===== config.mk =====
export PLATFORM = sky130hd
export DESIGN_NAME = scratch_pad_arbiter
export DESIGN_NICKNAME = d
export VERILOG_FILES = /design/src/rtl/scratch_pad_arbiter.sv
export SDC_FILE = /design/constraint.sdc
export NUM_CORES = 1
export LEC_CHECK = 0
export ABC_AREA = 1
export CAP_MARGIN = 10
export CELL_PAD_IN_SITES_DETAIL_PLACEMENT = 0
export CELL_PAD_IN_SITES_GLOBAL_PLACEMENT = 1
export CORE_MARGIN = 5
export CORE_UTILIZATION = 35
export CTS_CLUSTER_SIZE = 28
export DETAILED_ROUTE_END_ITERATION = 12
export PLACE_DENSITY = 0.86
export SLEW_MARGIN = 20
export SYNTH_ARGS = -nofsm -noshare
export SYNTH_HDL_FRONTEND = slang
export SYNTH_SLANG_ARGS = --single-unit
export TNS_END_PERCENT = 100

===== constraint.sdc =====
create_clock -name clk -period 42.1 [get_ports clk]
set_clock_uncertainty 0.2 [all_clocks]
set_input_delay 4.21 -clock clk [delete_from_list [all_inputs] [get_ports clk]]
set_output_delay 4.21 -clock clk [all_outputs]
set_load 0.01 [all_outputs]

===== src/rtl/scratch_pad_arbiter.sv =====
// scratch_pad_arbiter
// Shares one single-port, read-first, 1-cycle-latency scratch pad RAM between
// PORTS requesters. Each port has a one-deep request register. An arbiter
// issues at most one registered RAM command per cycle. Read data returns
// through a per-port output register that honours stall backpressure.
// Optional build macro: SCRATCH_PAD_ARB_FIXED_PRIORITY_EN selects
// lowest-index-first arbitration instead of the default round-robin.
module scratch_pad_arbiter #(
    parameter int PORTS            = 4,
    parameter int WIDTH            = 64,
    parameter int ADDR_WIDTH       = 12,
    parameter int PORTS_ADDR_WIDTH = $clog2(PORTS)
) (
    input  logic                          clk,
    input  logic                          rst,
    input  logic [0:PORTS-1]              rd_en,
    input  logic [0:PORTS-1]              wr_en,
    input  logic [ADDR_WIDTH*PORTS-1:0]   addr,
    input  logic [WIDTH*PORTS-1:0]        d,
    output logic [0:PORTS-1]              full,
    output logic [WIDTH*PORTS-1:0]        q,
    output logic [0:PORTS-1]              valid,
    input  logic [0:PORTS-1]              stall,
    output logic                          mem_rd_en,
    output logic                          mem_wr_en,
    output logic [ADDR_WIDTH-1:0]         mem_addr,
    output logic [WIDTH-1:0]              mem_d,
    input  logic [WIDTH-1:0]              mem_q
);

    localparam int PW  = PORTS_ADDR_WIDTH;
    localparam int PW1 = PORTS_ADDR_WIDTH + 1;

    // Request holding registers
    logic [0:PORTS-1]        req_v_q, req_v_d;
    logic [0:PORTS-1]        req_rd_q, req_rd_d;
    logic [0:PORTS-1]        req_wr_q, req_wr_d;
    logic [ADDR_WIDTH-1:0]   req_addr_q [PORTS];
    logic [ADDR_WIDTH-1:0]   req_addr_d [PORTS];
    logic [WIDTH-1:0]        req_d_q [PORTS];
    logic [WIDTH-1:0]        req_d_d [PORTS];

    // Arbitration
    logic [0:PORTS-1]        busy;
    logic [0:PORTS-1]        eligible;
    logic [0:PORTS-1]        grant;
    logic                    grant_v;
    logic [PW-1:0]           grant_idx;
`ifndef SCRATCH_PAD_ARB_FIXED_PRIORITY_EN
    logic [PW-1:0]           ptr_q, ptr_d;
`endif

    // Command stage (drives the RAM pins directly)
    logic                    mem_rd_en_q, mem_rd_en_d;
    logic                    mem_wr_en_q, mem_wr_en_d;
    logic [ADDR_WIDTH-1:0]   mem_addr_q, mem_addr_d;
    logic [WIDTH-1:0]        mem_d_q, mem_d_d;
    logic [PW-1:0]           cmd_tag_q, cmd_tag_d;

    // mem_q stage and per-port output registers
    logic                    rsp_v_q, rsp_v_d;
    logic [PW-1:0]           rsp_tag_q, rsp_tag_d;
    logic [0:PORTS-1]        valid_q, valid_d;
    logic [WIDTH-1:0]        q_q [PORTS];
    logic [WIDTH-1:0]        q_d [PORTS];

    // A port is busy while its single outstanding read is anywhere in the return path
    always_comb begin
        busy     = '0;
        eligible = '0;
        for (int i = 0; i < PORTS; i++) begin
            busy[i] = (mem_rd_en_q && (cmd_tag_q == PW'(i))) ||
                      (rsp_v_q && (rsp_tag_q == PW'(i))) ||
                      valid_q[i];
            eligible[i] = req_v_q[i] && (!req_rd_q[i] || !busy[i]);
        end
    end

`ifdef SCRATCH_PAD_ARB_FIXED_PRIORITY_EN
    // Fixed priority: scan from the highest index down so the lowest eligible index wins last
    always_comb begin
        grant_v   = 1'b0;
        grant_idx = '0;
        for (int k = PORTS - 1; k >= 0; k--) begin
            if (eligible[k]) begin
                grant_v   = 1'b1;
                grant_idx = PW'(k);
            end
        end
    end
`else
    // Round-robin: scan ptr+PORTS-1 down to ptr so the first eligible port from ptr wins last
    always_comb begin
        logic [PW1-1:0] sum;
        logic [PW-1:0]  idx;
        grant_v   = 1'b0;
        grant_idx = '0;
        sum       = '0;
        idx       = '0;
        for (int k = PORTS - 1; k >= 0; k--) begin
            sum = {1'b0, ptr_q} + PW1'(k);
            if (sum >= PW1'(PORTS)) begin
                sum = sum - PW1'(PORTS);
            end
            idx = sum[PW-1:0];
            if (eligible[idx]) begin
                grant_v   = 1'b1;
                grant_idx = idx;
            end
        end
    end

    // Pointer moves just past the granted port and holds when nothing is granted
    always_comb begin
        ptr_d = ptr_q;
        if (grant_v) begin
            if (grant_idx == PW'(PORTS - 1)) begin
                ptr_d = '0;
            end else begin
                ptr_d = grant_idx + 1'b1;
            end
        end
    end

    // Round-robin pointer register
    always_ff @(posedge clk or posedge rst) begin
        if (rst) begin
            ptr_q <= '0;
        end else begin
            ptr_q <= ptr_d;
        end
    end
`endif

    // One-hot view of the grant, used for full and for releasing the request slot
    always_comb begin
        grant = '0;
        for (int i = 0; i < PORTS; i++) begin
            grant[i] = grant_v && (grant_idx == PW'(i));
        end
    end

    assign full = req_v_q & ~grant;

    // Capture a new request whenever the slot is empty or being granted this cycle
    always_comb begin
        req_v_d    = req_v_q;
        req_rd_d   = req_rd_q;
        req_wr_d   = req_wr_q;
        req_addr_d = req_addr_q;
        req_d_d    = req_d_q;
        for (int i = 0; i < PORTS; i++) begin
            if ((rd_en[i] || wr_en[i]) && !full[i]) begin
                req_v_d[i]    = 1'b1;
                req_rd_d[i]   = rd_en[i];
                req_wr_d[i]   = wr_en[i];
                req_addr_d[i] = addr[(PORTS-1-i)*ADDR_WIDTH +: ADDR_WIDTH];
                req_d_d[i]    = d[(PORTS-1-i)*WIDTH +: WIDTH];
            end else if (grant[i]) begin
                req_v_d[i] = 1'b0;
            end
        end
    end

    // Register the granted request onto the RAM pins; address and data hold when idle
    always_comb begin
        mem_rd_en_d = 1'b0;
        mem_wr_en_d = 1'b0;
        mem_addr_d  = mem_addr_q;
        mem_d_d     = mem_d_q;
        cmd_tag_d   = cmd_tag_q;
        if (grant_v) begin
            mem_rd_en_d = req_rd_q[grant_idx];
            mem_wr_en_d = req_wr_q[grant_idx];
            mem_addr_d  = req_addr_q[grant_idx];
            mem_d_d     = req_d_q[grant_idx];
            cmd_tag_d   = grant_idx;
        end
    end

    // Return path: tag follows the read into the mem_q stage, then lands in the port register
    always_comb begin
        rsp_v_d   = mem_rd_en_q;
        rsp_tag_d = cmd_tag_q;
        valid_d   = valid_q;
        q_d       = q_q;
        for (int i = 0; i < PORTS; i++) begin
            if (valid_q[i] && !stall[i]) begin
                valid_d[i] = 1'b0;
            end
            if (rsp_v_q && (rsp_tag_q == PW'(i))) begin
                valid_d[i] = 1'b1;
                q_d[i]     = mem_q;
            end
        end
    end

    // Request holding registers
    always_ff @(posedge clk or posedge rst) begin
        if (rst) begin
            req_v_q  <= '0;
            req_rd_q <= '0;
            req_wr_q <= '0;
            for (int i = 0; i < PORTS; i++) begin
                req_addr_q[i] <= '0;
                req_d_q[i]    <= '0;
            end
        end else begin
            req_v_q    <= req_v_d;
            req_rd_q   <= req_rd_d;
            req_wr_q   <= req_wr_d;
            req_addr_q <= req_addr_d;
            req_d_q    <= req_d_d;
        end
    end

    // Command stage registers
    always_ff @(posedge clk or posedge rst) begin
        if (rst) begin
            mem_rd_en_q <= 1'b0;
            mem_wr_en_q <= 1'b0;
            mem_addr_q  <= '0;
            mem_d_q     <= '0;
            cmd_tag_q   <= '0;
        end else begin
            mem_rd_en_q <= mem_rd_en_d;
            mem_wr_en_q <= mem_wr_en_d;
            mem_addr_q  <= mem_addr_d;
            mem_d_q     <= mem_d_d;
            cmd_tag_q   <= cmd_tag_d;
        end
    end

    // mem_q stage and output registers
    always_ff @(posedge clk or posedge rst) begin
        if (rst) begin
            rsp_v_q   <= 1'b0;
            rsp_tag_q <= '0;
            valid_q   <= '0;
            for (int i = 0; i < PORTS; i++) begin
                q_q[i] <= '0;
            end
        end else begin
            rsp_v_q   <= rsp_v_d;
            rsp_tag_q <= rsp_tag_d;
            valid_q   <= valid_d;
            q_q       <= q_d;
        end
    end

    // Pack the per-port read data with port 0 in the most-significant slice
    always_comb begin
        q = '0;
        for (int i = 0; i < PORTS; i++) begin
            q[(PORTS-1-i)*WIDTH +: WIDTH] = q_q[i];
        end
    end

    assign valid     = valid_q;
    assign mem_rd_en = mem_rd_en_q;
    assign mem_wr_en = mem_wr_en_q;
    assign mem_addr  = mem_addr_q;
    assign mem_d     = mem_d_q;

endmodule


## Word level (Yosys, flattened, before mapping)

Cells that the tools add are included.

| word-level totals | value |
|---|---|
| register bits | 661 |
| input port bits | 382 |
| output and inout port bits | 342 |
| word-level logic and storage cells | 191 |

| cells by class | value |
|---|---|
| $add $sub $neg | 8 |
| $lt $le $gt $ge | 9 |
| equality and inequality tests | 9 |
| multiplexer cells | 55 |
| bitwise gates (word level) | 7 |
| reductions and logical operators | 67 |

Operator list:

| operator | number |
|---|---|
| 64-bit binary-select mux with 2-bit select | 1 |
| 64-bit two-way mux | 2 |
| 1-bit two-way mux | 34 |
| 12-bit binary-select mux with 2-bit select | 1 |
| 3-bit >= comparator (second input constant) | 8 |
| 1-bit logical AND | 24 |
| 12-bit two-way mux | 2 |
| 2-bit two-way mux | 9 |
| 1-bit zero test | 16 |
| 1-bit logical OR | 16 |
| 2-bit nonzero test | 8 |
| 2-bit inverter with 3-bit output | 5 |
| 1-bit binary-select mux with 2-bit select | 6 |
| 2-bit equality test (second input constant) | 6 |
| 2-bit by 1-bit subtractor with 2-bit output (second input constant) | 4 |
| 2-bit by 2-bit adder with 3-bit output (second input constant) | 2 |
| 2-bit by 1-bit equality test with 1-bit output (second input constant) | 3 |
| 2-bit zero test | 3 |
| 4-bit bitwise AND | 1 |
| 4-bit inverter | 1 |
| 2-bit by 1-bit adder with 3-bit output (second input constant) | 1 |
| 2-bit by 3-bit >= comparator with 1-bit output (second input constant) | 1 |
| 2-bit by 1-bit adder with 2-bit output (second input constant) | 1 |

## Depth between registers and ports, before layout

Gate-level depths: netlist of the first run.

| logic depth | value |
|---|---|
| depth after elaboration | 21 |
| mapped depth | 21 |
| gate-level depth less buffers | 18 |

## Least setup slack after synthesis of the first run

No wires, ideal clock.

| timing path | value |
|---|---|
| path type | register -> output |
| from | register mem_rd_en_q (netlist: mem_rd_en) |
| to | output full[3] (netlist bit) |
| arrival | 2.004 ns |
| required time | 37.690 ns |
| setup slack | 35.686 ns |
| cell stages (with the launch flop) | 17 |
| cells stage by stage | dfrtp_1 nand3_1 nand3b_1 nand2_1 nand3_1 nand2_1 nand2_1 nand2_1 inv_2 nand2_2 nand3_2 nand2_2 buf_4 nand2_1 nand2_2 clkbuf_1 inv_1 |

| between the ends | value |
|---|---|
| cells in the longest elaborated chain, start to end | 17 |
| elaborated cells on any way between the ends | 48 |
| classes of those cells | eq/ne: 1; mux: 20; bitwise: 2; reduce/logical: 25 |

RTL lines:

| element | RTL line | text |
|---|---|---|
| start: declaration | 54 | `logic mem_rd_en_q, mem_rd_en_d;` |
| start signal: assignment | 226 | `mem_rd_en_q <= mem_rd_en_d;` |
| 1-bit logical AND | 72 | `busy[i] = (mem_rd_en_q && (cmd_tag_q == PW'(i))) \|\|` |
| 1-bit logical OR | 72 |  |
| 1-bit logical OR | 73 | `(rsp_v_q && (rsp_tag_q == PW'(i))) \|\|` |
| 1-bit zero test | 75 | `eligible[i] = req_v_q[i] && (!req_rd_q[i] \|\| !busy[i]);` |
| 1-bit logical OR | 75 |  |
| 1-bit logical AND | 75 |  |
| 1-bit binary-select mux with 2-bit select | 106 | `if (eligible[idx]) begin` |
| 1-bit two-way mux (implied by the code) (2 in series) | 106 |  |
| 2-bit two-way mux (4 in series) | 106 |  |
| 2-bit equality test | 139 | `grant[i] = grant_v && (grant_idx == PW'(i));` |
| 1-bit logical AND (*) | 139 |  |
| 4-bit inverter (*) | 143 | `assign full = req_v_q & ~grant;` |
| 4-bit bitwise AND (*) | 143 |  |
| end: declaration | 20 | `output logic [0:PORTS-1] full,` |

Every way passes the cells marked *; elsewhere a longest branch is shown, timed or not. The select of a mux whose other input is x is not followed.

## Worst setup path in the final report of the first run

| timing path | value |
|---|---|
| from | register rsp_v_q |
| to | output full[1] (netlist bit) |

| between the ends | value |
|---|---|
| cells in the longest elaborated chain, start to end | 17 |
| elaborated cells on any way between the ends | 48 |
| classes of those cells | eq/ne: 1; mux: 20; bitwise: 2; reduce/logical: 25 |

RTL lines:

| element | RTL line | text |
|---|---|---|
| start: declaration | 61 | `logic rsp_v_q, rsp_v_d;` |
| start signal: assignment | 244 | `rsp_v_q <= rsp_v_d;` |
| 1-bit logical AND | 73 |  |
| 1-bit logical OR | 72 |  |
| 1-bit logical OR | 73 |  |
| 1-bit zero test | 75 |  |
| 1-bit logical OR | 75 |  |
| 1-bit logical AND | 75 |  |
| 1-bit binary-select mux with 2-bit select | 106 |  |
| 1-bit two-way mux (implied by the code) (2 in series) | 106 |  |
| 2-bit two-way mux (4 in series) | 106 |  |
| 2-bit by 1-bit equality test with 1-bit output | 139 |  |
| 1-bit logical AND (*) | 139 |  |
| 4-bit inverter (*) | 143 |  |
| 4-bit bitwise AND (*) | 143 |  |

Marked as above.

==> results of run 1 <==
## logic make-up (layout without fill, tap and decap cells)
logic type      Yosys count  after routing  synth area share [%]
buf+inv                 555           1213                  7.61
xor+xnor                  1              1                0.0310
other cells               0             10                     0
compound gates          367            367                  6.57
simple gates           1838           1838                  27.2
flops                   661            661                  58.6
## layout by cell type, fill, tap and decap left out, drive strengths merged, types with 5 or more instances in the layout
cell type | Yosys | layout
nand2 | 1263 | 1263
clkdlybuf4s50 | 0 | 723
dfrtp | 661 | 661
nand3 | 531 | 531
inv | 328 | 328
o21ai | 297 | 297
clkbuf | 165 | 108
a21oi | 69 | 69
or2 | 36 | 36
buf | 62 | 29
clkinv | 0 | 15
diode | 0 | 10
bufinv | 0 | 7
nor2 | 5 | 5
## worst max-delay path, stage by stage (launching register included)
cell and delay (ns):
dfrtp_1 0.54, nand3_4 0.45, nand3b_1 0.28, nand2_1 0.10, nand3_1 0.09, nand2_1 0.09
nand2_1 0.09, nand2_1 0.08, inv_2 0.06, nand2_2 0.06, nand2_1 0.10, nand2_4 0.22
nand2_8 0.52, nand2_1 0.23, nand2_4 0.51, inv_1 0.08, clkdlybuf4s50_1 0.59
## path summary, 6_finish.rpt
check	from	to	slack, ns	cells after the start
min in group asynchronous	rst	q[1]	3.94	2
min reg2reg	cmd_tag_q[0]	rsp_tag_q[0]	0.26	0
max in group asynchronous	rst	req_d_q[189]	35.43	4
min	cmd_tag_q[0]	rsp_tag_q[0]	0.26	0
max	rsp_v_q	full[1]	32.87	16
max reg2reg	rsp_v_q	mem_addr[0]	36.93	19
## flip-flops by register name (all words and copies together) (netlist names), 4 cells and up
name	cells
req_addr_q	48
q	256
valid	4
req_d_q	256
mem_d	64
req_rd_q	4
mem_addr	12
req_v_q	4
req_wr_q	4
## per-layer routing
| metal | global-route usage [%] | vias up | wire, µm |
|---|---|---|---|
| met5 | 0 | - | 121 |
| met4 | 6.86 | 20 | 2670 |
| met3 | 6.01 | 166 | 9620 |
| met2 | 38.8 | 987 | 49800 |
| met1 | 31.0 | 12200 | 43000 |
| li1 | - | 12000 | - |
## where the power goes
| part | total [mW] | internal (mW) | switching [mW] |
|---|---|---|---|
| Combinational | 2.31 | 0.824 | 1.49 |
| Sequential | 1.18 | 0.988 | 0.190 |
| Clock | 0.691 | 0.415 | 0.276 |
## final cells by class
cell class,instances,area (µm²),share of cell area [%]
diodes,10,25.0,0.0642
clock buffers,108,2230,5.73
clock inverters,25,407,1.04
inverters,328,1240,3.18
multi-input cells,2206,9710,24.9
flip-flops and latches,661,16500,42.5
well taps,1060,1330,3.40
repair buffers,752,7470,19.2
==> summary.txt, run 1 <==
Syn avg cell area: 8.25 µm²
Crit end category: output pin
IO Port Bufs: 723
Avg Vias per Cell: 4.92
Core Box Area: 80,300 µm²
Post-layout minimum cycle time: 9.23 ns
FP Rows: 104
Die X: 294 µm
Worst Path Required: 37.69 ns
Vias in the first global route: 25,000
Overflow after GRT: 0
Htree depth: 3
Hold Crit Class: reg2reg
Fin util: 48.5%
Post-synthesis sequential area ratio: 58.6%
Nets: 4,406
WP data arrival: 4.82 ns
Peak VDD IR: 0.0901 mV
Reg clk slew, reported paths: 0.06 ns
Post-synthesis cell type count: 21
Critical path peak fanout: 102
DIE AREA: 86,500 µm²
Via count: 25,300
TritonCTS clock tree: done
Crit path kind: reg2out
Cell taking the most area after synthesis: dfrtp_1
DIE HEIGHT: 294 µm
Final ANT Viol Nets: 0
IO Count: 724
Clock latency on the worst-skew pair: 0.62 ns
CTS buffer count: 75
Top-count cell post-synth: nand2_1
Pre-antenna DRT Iters: 5
Status: completed
Detailed Route Iter0 Violations: 1,732
Pins Over Slew Limit: 0
Starting Density: 35.2%
CP startpoint kind: flop
Top cell type's share of synthesized area: 58.6%
Postcts setup bufs: 0
Synth area leaders: dfrtp_1 (59%), nand2_1 (17%), nand3_1 (9.4%), o21ai_0 (5.2%), inv_1 (4.3%)
Hold WS: 0.258 ns
Largest net degree at the start of global routing: 149
Syn Nets: 3,804
Layout filler cell count: 7,764
Final GP Congestion: 0.859
Post-synth ARST share: 100%
Hold buffers post-CTS: 0
Post-synth top flop: dfrtp_1
Max Freq: 108 MHz
Global-route wire length before repair: 158,000 µm
DRC Markers: 0
Final Hold Fails: 0
Yosys warning total: 0
All-Layer GR Usage: 23.6%
Post-route clock period utilization: 21.9%
Least-Margin Pin Slew: 1.14 ns
Pwr Total: 4.18 mW
Post-route non-filler standard cell count: 5,150
Final setup viols: 0
CTS sink count: 661
Post-synth top cells: nand2_1 (1,256), dfrtp_1 (661), nand3_1 (530)
Layout cell share with drive strength beyond 1: 5.20%
Final HPWL DP: 69,900 µm
Min setup slack post-route: 32.87 ns
EDFF count, synth: 0
Max Buffers Root-to-Sink: 3
Slew headroom: 24.2%
Routed wire length: 105,000 µm
#FFs+latches synth: 661
DP Worst Slack: 33.48 ns
Area grow syn2layout: 37.9%
Static Leak: 19.4 nW
Post-Syn Area: 28,200 µm²
Dpl cells: 5,007
Post-route setup TNS: 0 ns
Power per cell area: 107 nW/µm²
Post-Synthesis Cells: 3,422
Routed len/inst: 20.4 µm
Max-Cap Viols: 0
Placement-stage cell area: 36,300 µm²
Post_cts resized: 0
Root Buffer: clkbuf_16
Unrepaired setup endpoints after global routing: false
Final std cell area, no fill: 39,000 µm²
Initial antenna violation count: 26
No activity file was read; power rests on OpenSTA's default activity.
==> run 2: changes to the inputs <==
- clock period: 42.1 -> 9.2 ns (I/O delays scaled with it)
==> run 2 against run 1 <==
Compared with the run above:
- final cell count about the same
- total power rose to 4.6 times the previous value
- via count decreased by 0.17%
- clock power grew to 4.5 times the previous value
- first-iteration DRC count fell by 5.2%
- final area barely moved
- critical path type unchanged
- largest power group unchanged
==> summary.txt, run 2 (synthesis gave the netlist of run 1 again) <==
Status: completed (unchanged)
Final std cell area, no fill: 38,900 µm² (was 39,000 µm²)
All-Layer GR Usage: 23.4% (was 23.6%)
Worst Path Required: 8.08 ns (was 37.69 ns)
Clock latency on the worst-skew pair: 0.62 ns (about the same)
Die X: 294 µm (unchanged)
IO Port Bufs: 723 (unchanged)
DIE HEIGHT: 294 µm (unchanged)
Final HPWL DP: 69,000 µm (was 69,900 µm)
Final ANT Viol Nets: 0 (unchanged)
DIE AREA: 86,500 µm² (unchanged)
Core Box Area: 80,300 µm² (unchanged)
Initial antenna violation count: 27 (was 26)
Slew headroom: 23.6% (was 24.2%)
Crit path kind: reg2out (unchanged)
Avg Vias per Cell: 4.91 (was 4.92)
Final setup viols: 0 (unchanged)
TritonCTS clock tree: done (unchanged)
Critical path peak fanout: 68 (was 102)
Starting Density: 35.2% (unchanged)
DRC Markers: 0 (unchanged)
Area grow syn2layout: 37.9% (about the same)
Peak VDD IR: 0.483 mV (was 0.0901 mV)
Max-Cap Viols: 0 (unchanged)
Largest net degree at the start of global routing: 178 (was 149)
Root Buffer: clkbuf_16 (unchanged)
Post-route clock period utilization: 66.0%
CTS buffer count: 75 (unchanged)
Static Leak: 19.4 nW (about the same)
Global-route wire length before repair: 156,000 µm (was 158,000 µm)
Hold Crit Class: reg2reg (unchanged)
Max Buffers Root-to-Sink: 3 (unchanged)
Nets: 4,407 (was 4,406)
Hold buffers post-CTS: 0 (unchanged)
Via count: 25,300 (about the same)
Post-layout minimum cycle time: 6.07 ns
WP data arrival: 4.95 ns (was 4.82 ns)
Vias in the first global route: 24,900 (was 25,000)
CP startpoint kind: flop (unchanged)
Combinational power share: 55.6% (was 55.3%)
CTS sink count: 661 (unchanged)
Hold WS: 0.261 ns (was 0.258 ns)
Net load switching power: 8.95 mW (was 1.95 mW)
Detailed Route Iter0 Violations: 1,642 (was 1,732)
Max Freq: 165 MHz
IO Count: 724 (unchanged)
Routed wire length: 105,000 µm (about the same)
Commonest cells after routing, fill and taps aside: nand2_1 (1,250), clkdlybuf4s50_1 (723), dfrtp_1 (661), nand3_1 (526), inv_1 (322) (unchanged)
Post_cts resized: 0 (unchanged)
Postcts setup bufs: 0 (unchanged)
Least-Margin Pin Slew: 1.15 ns (was 1.14 ns)
Pins Over Slew Limit: 0 (unchanged)
Reg clk slew, reported paths: 0.06 ns (about the same)
Power per cell area: 491 nW/µm² (was 107 nW/µm²)
FP Rows: 104 (unchanged)
Crit end category: output pin (unchanged)
Htree depth: 3 (unchanged)
Most common cell after layout, fill and taps aside: nand2_1 (unchanged)
Sequential power share: 28.0% (was 28.2%)
Clock power frac: 16.3% (was 16.5%)
Layout cell share with drive strength beyond 1: 5.29% (was 5.20%)
Final GP Congestion: 0.826 (was 0.859)
Unrepaired setup endpoints after global routing: false (unchanged)
Post-route setup TNS: 0 ns (unchanged)
Overflow after GRT: 0 (unchanged)
Pre-antenna DRT Iters: 5 (unchanged)
Routed len/inst: 20.4 µm (about the same)
Pint: 10.2 mW (was 2.23 mW)
Final Hold Fails: 0 (unchanged)
Placement-stage cell area: 36,300 µm² (about the same)
Sw Share: 46.8% (was 46.7%)
run 2: metrics by stage:
stage          util, %  total power, mW  instances  setup slack [ns]
4_1_cts           48.4             19.3       5141              3.00
2_1_floorplan        -             11.7       3422            -0.956
5_1_grt           48.5             20.8       5145              2.72
3_3_place_gp      45.2             15.9       5007              3.74
6_report          48.5             19.1       5151              3.13
3_5_place_dp      45.2             16.1       5007              3.69
run 2: layout make-up:
cell class,instances,area (µm²)
fillers,7765,41300
flip-flops and latches,661,16500
multi-input cells,2206,9710
repair buffers,753,7520
clock buffers,105,2200
well taps,1060,1330
inverters,328,1240
clock inverters,29,388
diodes,9,22.5
run 2: power groups by stage:
stage | Combinational (mW) | Clock (mW) | Sequential [mW]
global placement | 10.5 | 0 | 5.37
global route | 11.9 | 3.32 | 5.54
floorplan | 6.11 | 0 | 5.56
detailed placement | 10.7 | 0 | 5.38
CTS | 10.8 | 3.21 | 5.35
finish | 10.6 | 3.13 | 5.36
run 2: worst paths after layout:
path / startpoint / to / slack, ns / cells past startpoint
worst min register to register: req_addr_q[21] / req_addr_q[21] / 0.26 / 2
max in group asynchronous: rst / q[207] / 6.47 / 4
worst max register to register: rsp_tag_q[1] / req_d_q[114] / 3.97 / 17
worst max-delay path: rsp_v_q / full[3] / 3.13 / 17
worst min-delay path: req_addr_q[21] / req_addr_q[21] / 0.26 / 2
min in group asynchronous: rst / q[66] / 0.42 / 2
run 2: metal layers:
layer	GRT usage, %	part of all wire (%)
met1	30.6	41
met2	37.7	46
met3	6.51	9.0
met4	8.28	3.6
met5	0	0.15
run 2: critical path, cell delays in order (launching register included):
cell and delay, ns:
dfrtp_1 0.54, nand3_4 0.45, nand3b_1 0.24, nand2_1 0.09, nand3_1 0.08, nand2_1 0.09
nand2_1 0.09, nand2_1 0.05, nand3_1 0.06, nand2_1 0.08, nand2_4 0.19, buf_4 0.84
inv_2 0.03, buf_4 0.37, nand2_1 0.22, nand2_4 0.24, inv_1 0.11, clkdlybuf4s50_1 0.53
